File: src/rtl/mem_map_pkg.sv
// Purpose: shared memory-map definitions for the data-side memory system.
//   Holds the default peripheral window base, the register offsets inside
//   that window, the TX_STAT bit layout and the decode-select enum used by
//   data_mem_mmio.
// Ports: none (package).
package mem_map_pkg;

  localparam logic [31:0] MMIO_BASE_DEFAULT = 32'hFFFF_0000;

  // Word offsets within the peripheral window (byte offset >> 2).
  localparam logic [1:0] OFF_LED     = 2'd0;  // +0x0
  localparam logic [1:0] OFF_CYCLE   = 2'd1;  // +0x4
  localparam logic [1:0] OFF_TX_DATA = 2'd2;  // +0x8
  localparam logic [1:0] OFF_TX_STAT = 2'd3;  // +0xC

  // TX_STAT field positions.
  localparam int STAT_FULL_BIT  = 0;
  localparam int STAT_EMPTY_BIT = 1;
  localparam int STAT_OVF_BIT   = 2;
  localparam int STAT_COUNT_LSB = 8;

  typedef enum logic [2:0] {
    SEL_NONE,
    SEL_RAM,
    SEL_LED,
    SEL_CYCLE,
    SEL_TX_DATA,
    SEL_TX_STAT
  } sel_e;

endpackage

File: src/rtl/sync_fifo.sv
// Purpose: single-clock FIFO with registered storage (no fall-through).
//   A push while full is accepted only when a pop happens in the same cycle;
//   in that case the head advances and the new entry lands at the tail with
//   the count unchanged. Pops on an empty FIFO are ignored.
// Ports:
//   clk, reset        clock, synchronous active-high reset (pointers/count)
//   i_push, i_wdata   push request and data
//   i_pop             pop request (head consumed at the clock edge)
//   o_rdata           current head entry (don't-care while empty)
//   o_full, o_empty   status flags
//   o_count           number of stored entries (0..DEPTH)
module sync_fifo #(
  parameter int WIDTH = 8,
  parameter int DEPTH = 8
) (
  input  logic                     clk,
  input  logic                     reset,
  input  logic                     i_push,
  input  logic [WIDTH-1:0]         i_wdata,
  input  logic                     i_pop,
  output logic [WIDTH-1:0]         o_rdata,
  output logic                     o_full,
  output logic                     o_empty,
  output logic [$clog2(DEPTH):0]   o_count
);

  localparam int AW = $clog2(DEPTH);

  logic [WIDTH-1:0] r_mem [DEPTH];
  logic [AW-1:0]    r_wr_ptr;
  logic [AW-1:0]    r_rd_ptr;
  logic [AW:0]      r_count;
  logic             w_push;
  logic             w_pop;

  assign o_full  = (r_count == (AW+1)'(DEPTH));
  assign o_empty = (r_count == '0);
  assign o_count = r_count;
  assign o_rdata = r_mem[r_rd_ptr];

  assign w_pop  = i_pop & ~o_empty;
  // When full, wr_ptr == rd_ptr: the new byte overwrites the slot being
  // popped this edge, which is safe because the pop used the pre-edge value.
  assign w_push = i_push & (~o_full | w_pop);

  always_ff @(posedge clk) begin
    if (reset) begin
      r_wr_ptr <= '0;
      r_rd_ptr <= '0;
      r_count  <= '0;
    end else begin
      if (w_push) r_wr_ptr <= r_wr_ptr + AW'(1);
      if (w_pop)  r_rd_ptr <= r_rd_ptr + AW'(1);
      case ({w_push, w_pop})
        2'b10:   r_count <= r_count + (AW+1)'(1);
        2'b01:   r_count <= r_count - (AW+1)'(1);
        default: r_count <= r_count;
      endcase
    end
  end

  // Storage is not reset; only the pointers define validity.
  always_ff @(posedge clk) begin
    if (w_push && !reset) r_mem[r_wr_ptr] <= i_wdata;
  end

endmodule

File: src/rtl/data_mem_mmio.sv
// Purpose: data-side memory for a single-cycle core. Word RAM at the bottom
//   of the address space plus a peripheral window at MMIO_BASE holding an
//   LED register, a free-running cycle counter and a byte TX FIFO drained by
//   a valid/ready sink. Reads are combinational, writes take effect at the
//   clock edge (read-during-write returns old data).
// Handshake: tx_valid is high whenever the FIFO holds a byte; a byte transfers
//   on a rising edge where tx_valid & tx_ready; tx_data/tx_valid stay stable
//   while tx_valid & !tx_ready.
// Ports:
//   clk, reset      clock, synchronous active-high reset
//   we, addr, wdata processor write enable, byte address, write data
//   rdata           combinational read data for addr
//   leds            LED register
//   tx_data         FIFO head byte
//   tx_valid        FIFO non-empty
//   tx_ready        sink accepts head this cycle
module data_mem_mmio
  import mem_map_pkg::*;
#(
  parameter int          RAM_WORDS  = 64,
  parameter int          FIFO_DEPTH = 8,
  parameter logic [31:0] MMIO_BASE  = MMIO_BASE_DEFAULT
) (
  input  logic        clk,
  input  logic        reset,
  input  logic        we,
  input  logic [31:0] addr,
  input  logic [31:0] wdata,
  output logic [31:0] rdata,
  output logic [7:0]  leds,
  output logic [7:0]  tx_data,
  output logic        tx_valid,
  input  logic        tx_ready
);

  localparam int          RAM_AW    = $clog2(RAM_WORDS);
  localparam int          FIFO_CW   = $clog2(FIFO_DEPTH) + 1;
  localparam logic [31:0] RAM_BYTES = 32'(RAM_WORDS * 4);

  logic [31:0]        r_ram [RAM_WORDS];
  logic [7:0]         r_leds;
  logic [31:0]        r_cycle;
  logic               r_ovf;

  logic [29:0]        w_woff;
  logic               w_mmio_hit;
  sel_e               w_sel;
  logic [RAM_AW-1:0]  w_ram_idx;
  logic               w_push;
  logic               w_pop;
  logic               w_full;
  logic               w_empty;
  logic [FIFO_CW-1:0] w_count;
  logic [31:0]        w_stat;

  // Word-granular offset from the window base; addr[1:0] never matters.
  assign w_woff     = addr[31:2] - MMIO_BASE[31:2];
  assign w_mmio_hit = (w_woff[29:2] == '0);
  assign w_ram_idx  = addr[RAM_AW+1:2];

  always_comb begin
    w_sel = SEL_NONE;
    if (addr < RAM_BYTES) begin
      w_sel = SEL_RAM;
    end else if (w_mmio_hit) begin
      case (w_woff[1:0])
        OFF_LED:     w_sel = SEL_LED;
        OFF_CYCLE:   w_sel = SEL_CYCLE;
        OFF_TX_DATA: w_sel = SEL_TX_DATA;
        default:     w_sel = SEL_TX_STAT;
      endcase
    end
  end

  assign w_push = we & (w_sel == SEL_TX_DATA);
  assign w_pop  = tx_valid & tx_ready;

  sync_fifo #(
    .WIDTH (8),
    .DEPTH (FIFO_DEPTH)
  ) u_tx_fifo (
    .clk     (clk),
    .reset   (reset),
    .i_push  (w_push),
    .i_wdata (wdata[7:0]),
    .i_pop   (w_pop),
    .o_rdata (tx_data),
    .o_full  (w_full),
    .o_empty (w_empty),
    .o_count (w_count)
  );

  assign tx_valid = ~w_empty;
  assign leds     = r_leds;

  always_ff @(posedge clk) begin
    if (we && (w_sel == SEL_RAM) && !reset) r_ram[w_ram_idx] <= wdata;
  end

  always_ff @(posedge clk) begin
    if (reset) begin
      r_leds  <= '0;
      r_cycle <= '0;
      r_ovf   <= 1'b0;
    end else begin
      if (we && (w_sel == SEL_LED)) r_leds <= wdata[7:0];

      if (we && (w_sel == SEL_CYCLE)) r_cycle <= '0;
      else                            r_cycle <= r_cycle + 32'd1;

      // A dropped push needs full with no pop this cycle.
      if (we && (w_sel == SEL_TX_STAT))  r_ovf <= 1'b0;
      else if (w_push && w_full && !w_pop) r_ovf <= 1'b1;
    end
  end

  always_comb begin
    w_stat                                 = '0;
    w_stat[STAT_FULL_BIT]                  = w_full;
    w_stat[STAT_EMPTY_BIT]                 = w_empty;
    w_stat[STAT_OVF_BIT]                   = r_ovf;
    w_stat[STAT_COUNT_LSB +: FIFO_CW]      = w_count;
  end

  always_comb begin
    rdata = '0;
    case (w_sel)
      SEL_RAM:     rdata = r_ram[w_ram_idx];
      SEL_LED:     rdata = {24'b0, r_leds};
      SEL_CYCLE:   rdata = r_cycle;
      SEL_TX_STAT: rdata = w_stat;
      default:     rdata = '0;
    endcase
  end

endmodule
File: config.mk
export PLATFORM = sky130hd
export DESIGN_NAME = data_mem_mmio
export DESIGN_NICKNAME = d
export VERILOG_FILES = /design/src/rtl/mem_map_pkg.sv /design/src/rtl/sync_fifo.sv /design/src/rtl/data_mem_mmio.sv
export SDC_FILE = /design/constraint.sdc
export NUM_CORES = 2
export LEC_CHECK = 0
export CAP_MARGIN = 25
export CORE_ASPECT_RATIO = 0.6
export CORE_MARGIN = 1.5
export CORE_UTILIZATION = 35
export CTS_CLUSTER_SIZE = 14
export DETAILED_ROUTE_END_ITERATION = 7
export GPL_TIMING_DRIVEN = 0
export MAX_ROUTING_LAYER = met4
export PLACE_DENSITY = 0.48
export SKIP_CTS_REPAIR_TIMING = 1
export SLEW_MARGIN = 20
export SYNTH_ARGS = -nofsm -noshare
export SYNTH_HDL_FRONTEND = slang
export SYNTH_HIERARCHICAL = 1
export SYNTH_SLANG_ARGS = --single-unit
File: constraint.sdc
create_clock -name clk -period 11.3 [get_ports clk]
set_input_delay 2.825 -clock clk [delete_from_list [all_inputs] [get_ports clk]]
set_output_delay 2.825 -clock clk [all_outputs]
set_load 0.1 [all_outputs]
After elaboration in Yosys (flattened, before gate mapping)
Memories as Yosys holds them, arrays and structs flattened. A register that Yosys moved wholly into a read port is not among the register bits.
Cells that the tools add are included.
Widths: inputs -> output; s select.
{"block": "op_classes", "n_addsub": 6, "multipliers": 0, "n_div": 0, "n_lt_le_gt_ge": 1, "n_eq_ne": 10, "n_shift": 0, "mux": 11, "bitwise": 7, "n_reduce_logical": 16}
{"op": "$pmux 32 s4", "count": 1}
{"op": "$add 32x1->32 const B", "count": 1}
{"op": "$lt 32x9->1 const B", "count": 1}
{"op": "$sub 30x30->30 const B", "count": 1}
{"op": "$logic_not 28->1", "count": 1}
{"op": "$mux 3", "count": 4}
{"op": "$pmux 3 s3", "count": 1}
{"op": "$logic_and 1x1->1", "count": 8}
{"op": "$pmux 4 s2", "count": 1}
{"op": "$add 3x1->3 const B", "count": 2}
{"op": "$eq 3x2->1 const B", "count": 2}
{"op": "$eq 3x3->1 const B", "count": 2}
{"op": "$add 4x1->4 const B", "count": 1}
{"op": "$and 1x1->1", "count": 4}
{"op": "$eq 2x1->1 const B", "count": 2}
{"op": "$eq 2x2->1 const B", "count": 2}
{"op": "$eq 4x4->1 const B", "count": 1}
{"op": "$logic_not 4->1", "count": 1}
{"op": "$mux 1", "count": 4}
{"op": "$reduce_or 2->1", "count": 2}
{"op": "$sub 4x1->4 const B", "count": 1}
{"op": "$eq 3x1->1 const B", "count": 1}
{"op": "$logic_not 1->1", "count": 2}
{"op": "$logic_not 2->1", "count": 1}
{"op": "other kinds (3)", "count": 4}
{"block": "totals", "reg_bits": 51, "latch_bits": 0, "mem_bits_rw": 2112, "mem_bits_ro": 0, "input_bits": 68, "out_inout_bits": 49, "elab_cells": 59, "n_memories": 2}
{"name": "r_ram", "depth": 64, "word_bits": 32, "rd": 1, "rd_clocked_by_memory_dff": 0, "wr": 1, "line": "data_mem_mmio.sv:40", "rtl": "logic [31:0] r_ram [RAM_WORDS];"}
{"name": "u_tx_fifo.r_mem", "depth": 8, "word_bits": 8, "rd": 1, "rd_clocked_by_memory_dff": 1, "wr": 1, "line": "sync_fifo.sv:29", "rtl": "logic [WIDTH-1:0] r_mem [DEPTH];"}

Longest topological paths before layout
{"block": "logic_depth", "ltp_word": 11, "depth_mapped": 14, "mapped_depth_nobuf": 11}

Cells and area by module
Netlist, hierarchy kept.
{"module": "data_mem_mmio", "instances": 1, "cells_per_inst": 4530, "area_each_um2": 80911.4, "seq_area_each_um2": 62319.8}
{"module": "sync_fifo", "instances": 1, "cells_per_inst": 178, "area_each_um2": 3213.1, "seq_area_each_um2": 2182.1}

Worst setup path after synthesis
OpenSTA, ideal clock, no wires.
{"block": "synth_path", "kind": "input to output", "start": "in addr[14]", "end": "out rdata[23]", "t_arrival_ns": 7.361, "t_required_ns": 8.475, "setup_slack_ns": 1.114, "path_stages": 6, "path_buffers": 0, "path_cell_list": "nor4_1 > nand2_1 > nor3_4 > o21ai_2 > or4_1 > o41ai_1"}
{"block": "synth_between", "elab_chain_len": 6, "word_cells_on_any_way": 10, "classes_between": "add/sub (1); order compare (1); eq/ne (4); mux (3); reduce/logical (1)"}
{"item": "from (decl)", "line": "data_mem_mmio.sv:27", "rtl": "input logic [31:0] addr,"}
{"item": "$sub 30x30->30", "line": "data_mem_mmio.sv:57", "rtl": "assign w_woff = addr[31:2] - MMIO_BASE[31:2];"}
{"item": "$logic_not 28->1", "line": "data_mem_mmio.sv:58", "rtl": "assign w_mmio_hit = (w_woff[29:2] == '0);"}
{"item": "$mux 3", "line": "data_mem_mmio.sv:65", "rtl": "end else if (w_mmio_hit) begin"}
{"item": "$mux 3 (*)", "line": "data_mem_mmio.sv:63", "rtl": "if (addr < RAM_BYTES) begin"}
{"item": "$eq 3x3->1, or another cell as far along", "line": "data_mem_mmio.sv:127", "rtl": "case (w_sel)"}
{"item": "$pmux 32 s4 (*)", "line": "data_mem_mmio.sv:127"}
{"item": "to (decl)", "line": "data_mem_mmio.sv:29", "rtl": "output logic [31:0] rdata,"}
Mark *: on every way between the ends. The rest lies on a longest branch, timed or not.

Worst setup path after layout
{"block": "layout_path", "start": "in addr[5]", "end": "out rdata[21]"}
{"block": "layout_between", "elab_chain_len": 6, "word_cells_on_any_way": 11, "classes_between": "add/sub (1); order compare (1); eq/ne (4); mux (3); reduce/logical (1); memory (1)"}
{"item": "$sub 30x30->30", "line": "data_mem_mmio.sv:57"}
{"item": "$logic_not 28->1", "line": "data_mem_mmio.sv:58"}
{"item": "$mux 3", "line": "data_mem_mmio.sv:65"}
{"item": "$mux 3", "line": "data_mem_mmio.sv:63"}
{"item": "$eq 3x3->1, or another cell as far along", "line": "data_mem_mmio.sv:127"}
{"item": "$pmux 32 s4 (*)", "line": "data_mem_mmio.sv:127"}
Marks and branches as above.

==> key figures <==
Layout
  – Area delta synth->final: 21.9%
  – # fillers: 21000
  – Most frequent cells in the layout: edfxtp_1 (2112), o22ai_1 (309), mux2i_1 (229)
  – Final non-filler cell total: 8734
  – Fraction of layout cells with a size suffix above 1: 24.1%
  – Multi-input combinational cell area: 18500 µm²
  – Register Area: 64500 µm²
  – Commonest non-fill, non-tap cell in the layout: edfxtp_1
  – Post-layout net count: 5386

Power
  – Final Power: 17.1 mW
  – Leakage dissipation: 32.9 nW
  – Pwr Density: 167 nW/µm²
  – Peak supply drop: 122 µV

Outcome
  – Status: complete, but fails checks
  – Failing checks: setup timing

Critical path
  – Crit-path leading delay family: buffers and inverters
  – Crit start category: input port
  – Critical path arrival: 8.91 ns
  – CP max-delay cell: a21oi_1
  – Critical-path cell list: clkdlybuf4s50_1 -> buf_2 -> nor2b_1 -> nand2_1 -> clkbuf_2 -> buf_16 -> a21oi_1 -> nor4_2 -> a32o_1 -> dlymetal6s2s_1
  – Crit Path Class: in -> out
  – Crit Path Max Fanout: 19
  – Slowest cell delay on critical path: 1.12 ns
  – Buf+Inv Stages, Crit Path: 5
  – Crit path capture type: primary output
  – WP data required: 8.48 ns

STA
  – Clock skew: 0.0361 ns
  – Final Setup Violations: 25
  – Final setup margin: -0.439 ns
  – RSZ-0062 raised after global routing: no
  – Period utilization: 104%
  – Final hold viol count: 0
  – Period minus WS final: 11.74 ns
  – Rel. slew slack: 1.58%
  – Slew Limit Fails: 0
  – Worst slew pin tran: 1.48 ns
  – Max frequency: 85.2 MHz

Clock network
  – CTS tree: built
  – Clock sink total: 2166
  – Num CTS Buffers: 207
  – CTS Root Cell: clkbuf_16
  – Maximum buffer depth of the clock tree: 4
  – Reg clk slew, reported paths: 0.07 ns
  – Clk_lat worst skew: 0.91 ns
  – H-tree levels: 4

Synthesis
  – Ys flop type: edfxtp_1
  – Synth Register Bits: 2166
  – Synthesized area: 84100 µm²
  – EDFF count, synth: 2112
  – Yosys warns: 6
  – Syn nets: 4782
  – Register area share after synthesis: 76.7%
  – Mean area per synthesized cell: 17.9 µm²
  – Post-Synthesis Cells: 4708
  – Synth async-reset ratio: 0%
  – Yosys cell types: 87

Place
  – GP Congestion: 1.05
  – Setup WS pre-CTS: -0.901 ns
  – DP Cell Count: 8263
  – Dpl hpwl: 342000 µm
  – Number of port buffers: 114

Run
  – # Max-Cap Violations: 0

Route
  – Post-Route WL: 479000 µm
  – DR vias: 60000
  – DR iter-0 viols: 15100
  – First-pass DRT Iterations: 7
  – Wire length per cell: 54.9 µm
  – Vias per cell: 6.87
  – Post-route ant nets: 0
  – Drt drc: 0

Global routing
  – Gr usage total: 39.6%
  – Initial antenna violation count: 84
  – First-pass GRT wire length: 590000 µm
  – Number of global-route vias before repair: 51300
  – Pin count of the biggest net entering global routing: 62
  – Total congestion overflow: 0

Die
  – Chip Width: 636 µm
  – Total die area: 243000 µm²
  – Die H: 383 µm
  – # rows: 139
  – Initial core utilization: 35.2%
  – Ports: 117
  – Core area: 239000 µm²

Hold path
  – Worst Hold Class: reg -> reg
-- synthesized netlist by cell type, drive strengths merged, types with 15 or more instances --
cell type	number	share of area, %
nor2	240	1.1
a22oi	36	0.32
edfxtp	2112	75
nor2b	21	0.16
o211ai	20	0.18
o221ai	130	1.4
o22ai	309	2.3
mux4	136	3.7
xor2	28	0.29
o22a	17	0.18
nand2	132	0.59
nor4	15	0.12
nor3	30	0.19
mux2	193	2.6
buf	224	1.8
nand3	42	0.25
a211oi	48	0.44
dfxtp	54	1.3
a221oi	32	0.33
clkbuf	86	0.39
mux2i	231	2.7
a21oi	159	0.95
o21ai	153	0.93
-- power breakdown --
part           total, mW  internal (mW)  switching, mW
Combinational       1.45          0.315           1.14
Clock               6.83           3.60           3.23
Sequential          8.80           8.80        0.00189
Total               17.1           12.7           4.37
-- registers in the layout, summed over array words and instances, names as in the netlist, named ones only --
signal              cells
r_ovf                   1
r_ram                2048
leds                    8
u_tx_fifo/r_wr_ptr      3
u_tx_fifo/r_rd_ptr      3
u_tx_fifo/r_mem        64
r_cycle                32
u_tx_fifo/o_count       4
-- metal layers --
layer	track usage, %	up-vias	wire [µm]	share of wire [%]
li1	-	20700	-	-
met1	51.5	31500	184000	38
met2	46.9	6530	175000	36
met3	24.9	1235	94100	20
met4	17.8	0	26300	5.5
met5	-	-	0	0
-- path summary, 6_finish.rpt --
check | start | end | slack [ns] | cells past startpoint
worst max-delay path | addr[5] | rdata[21] | -0.44 | 10
worst min-delay path | leds[1] | leds[1] | 0.48 | 2
worst max register to register | u_tx_fifo/o_count[2] | u_tx_fifo/o_count[3] | 7.86 | 12
worst min register to register | leds[1] | leds[1] | 0.48 | 2
-- area by class of cell --
type	count	share of cell area, %
diodes	90	0.220
flip-flops and latches	2166	62.9
repair buffers	397	7.06
inverters	12	0.0439
plain buffers	308	1.86
multi-input cells	2220	18.0
clock inverters	98	0.653
well taps	3172	3.87
clock buffers	271	5.38
-- cells by family after synthesis --
group	share of synthesized area [%]
AO/OA/AOI/OAI	8.46
XOR/XNOR	0.385
adder cells (fa/ha/maj)	0.0982
buffers and inverters	2.20
flip-flops	76.7
multiplexers	9.02
AND/OR/NAND/NOR	3.16
-- worst reg2reg max path, delay by kind of cell (launching register included) --
kind	cells	cell delay (ns)
buf+inv	2	0.22
fa+ha+maj	1	0.27
compound gates	4	0.73
flops	1	0.61
simple gates	5	1.57
-- metrics by stage --
stage | hold slack, ns | instance area (µm²) | TNS, ns | utilization, %
after floorplan | 0.448 | 84100 | 0 | -
after CTS | 0.473 | 102000 | -8.04 | 42.7
after global routing | 0.502 | 102000 | 0 | 42.9
final | 0.478 | 103000 | -3.33 | 42.9
after detailed placement | 0.465 | 96000 | -7.82 | 40.1
after global placement | 0.464 | 89200 | -1219.99 | 37.3
(Power assumes the default switching activity.)
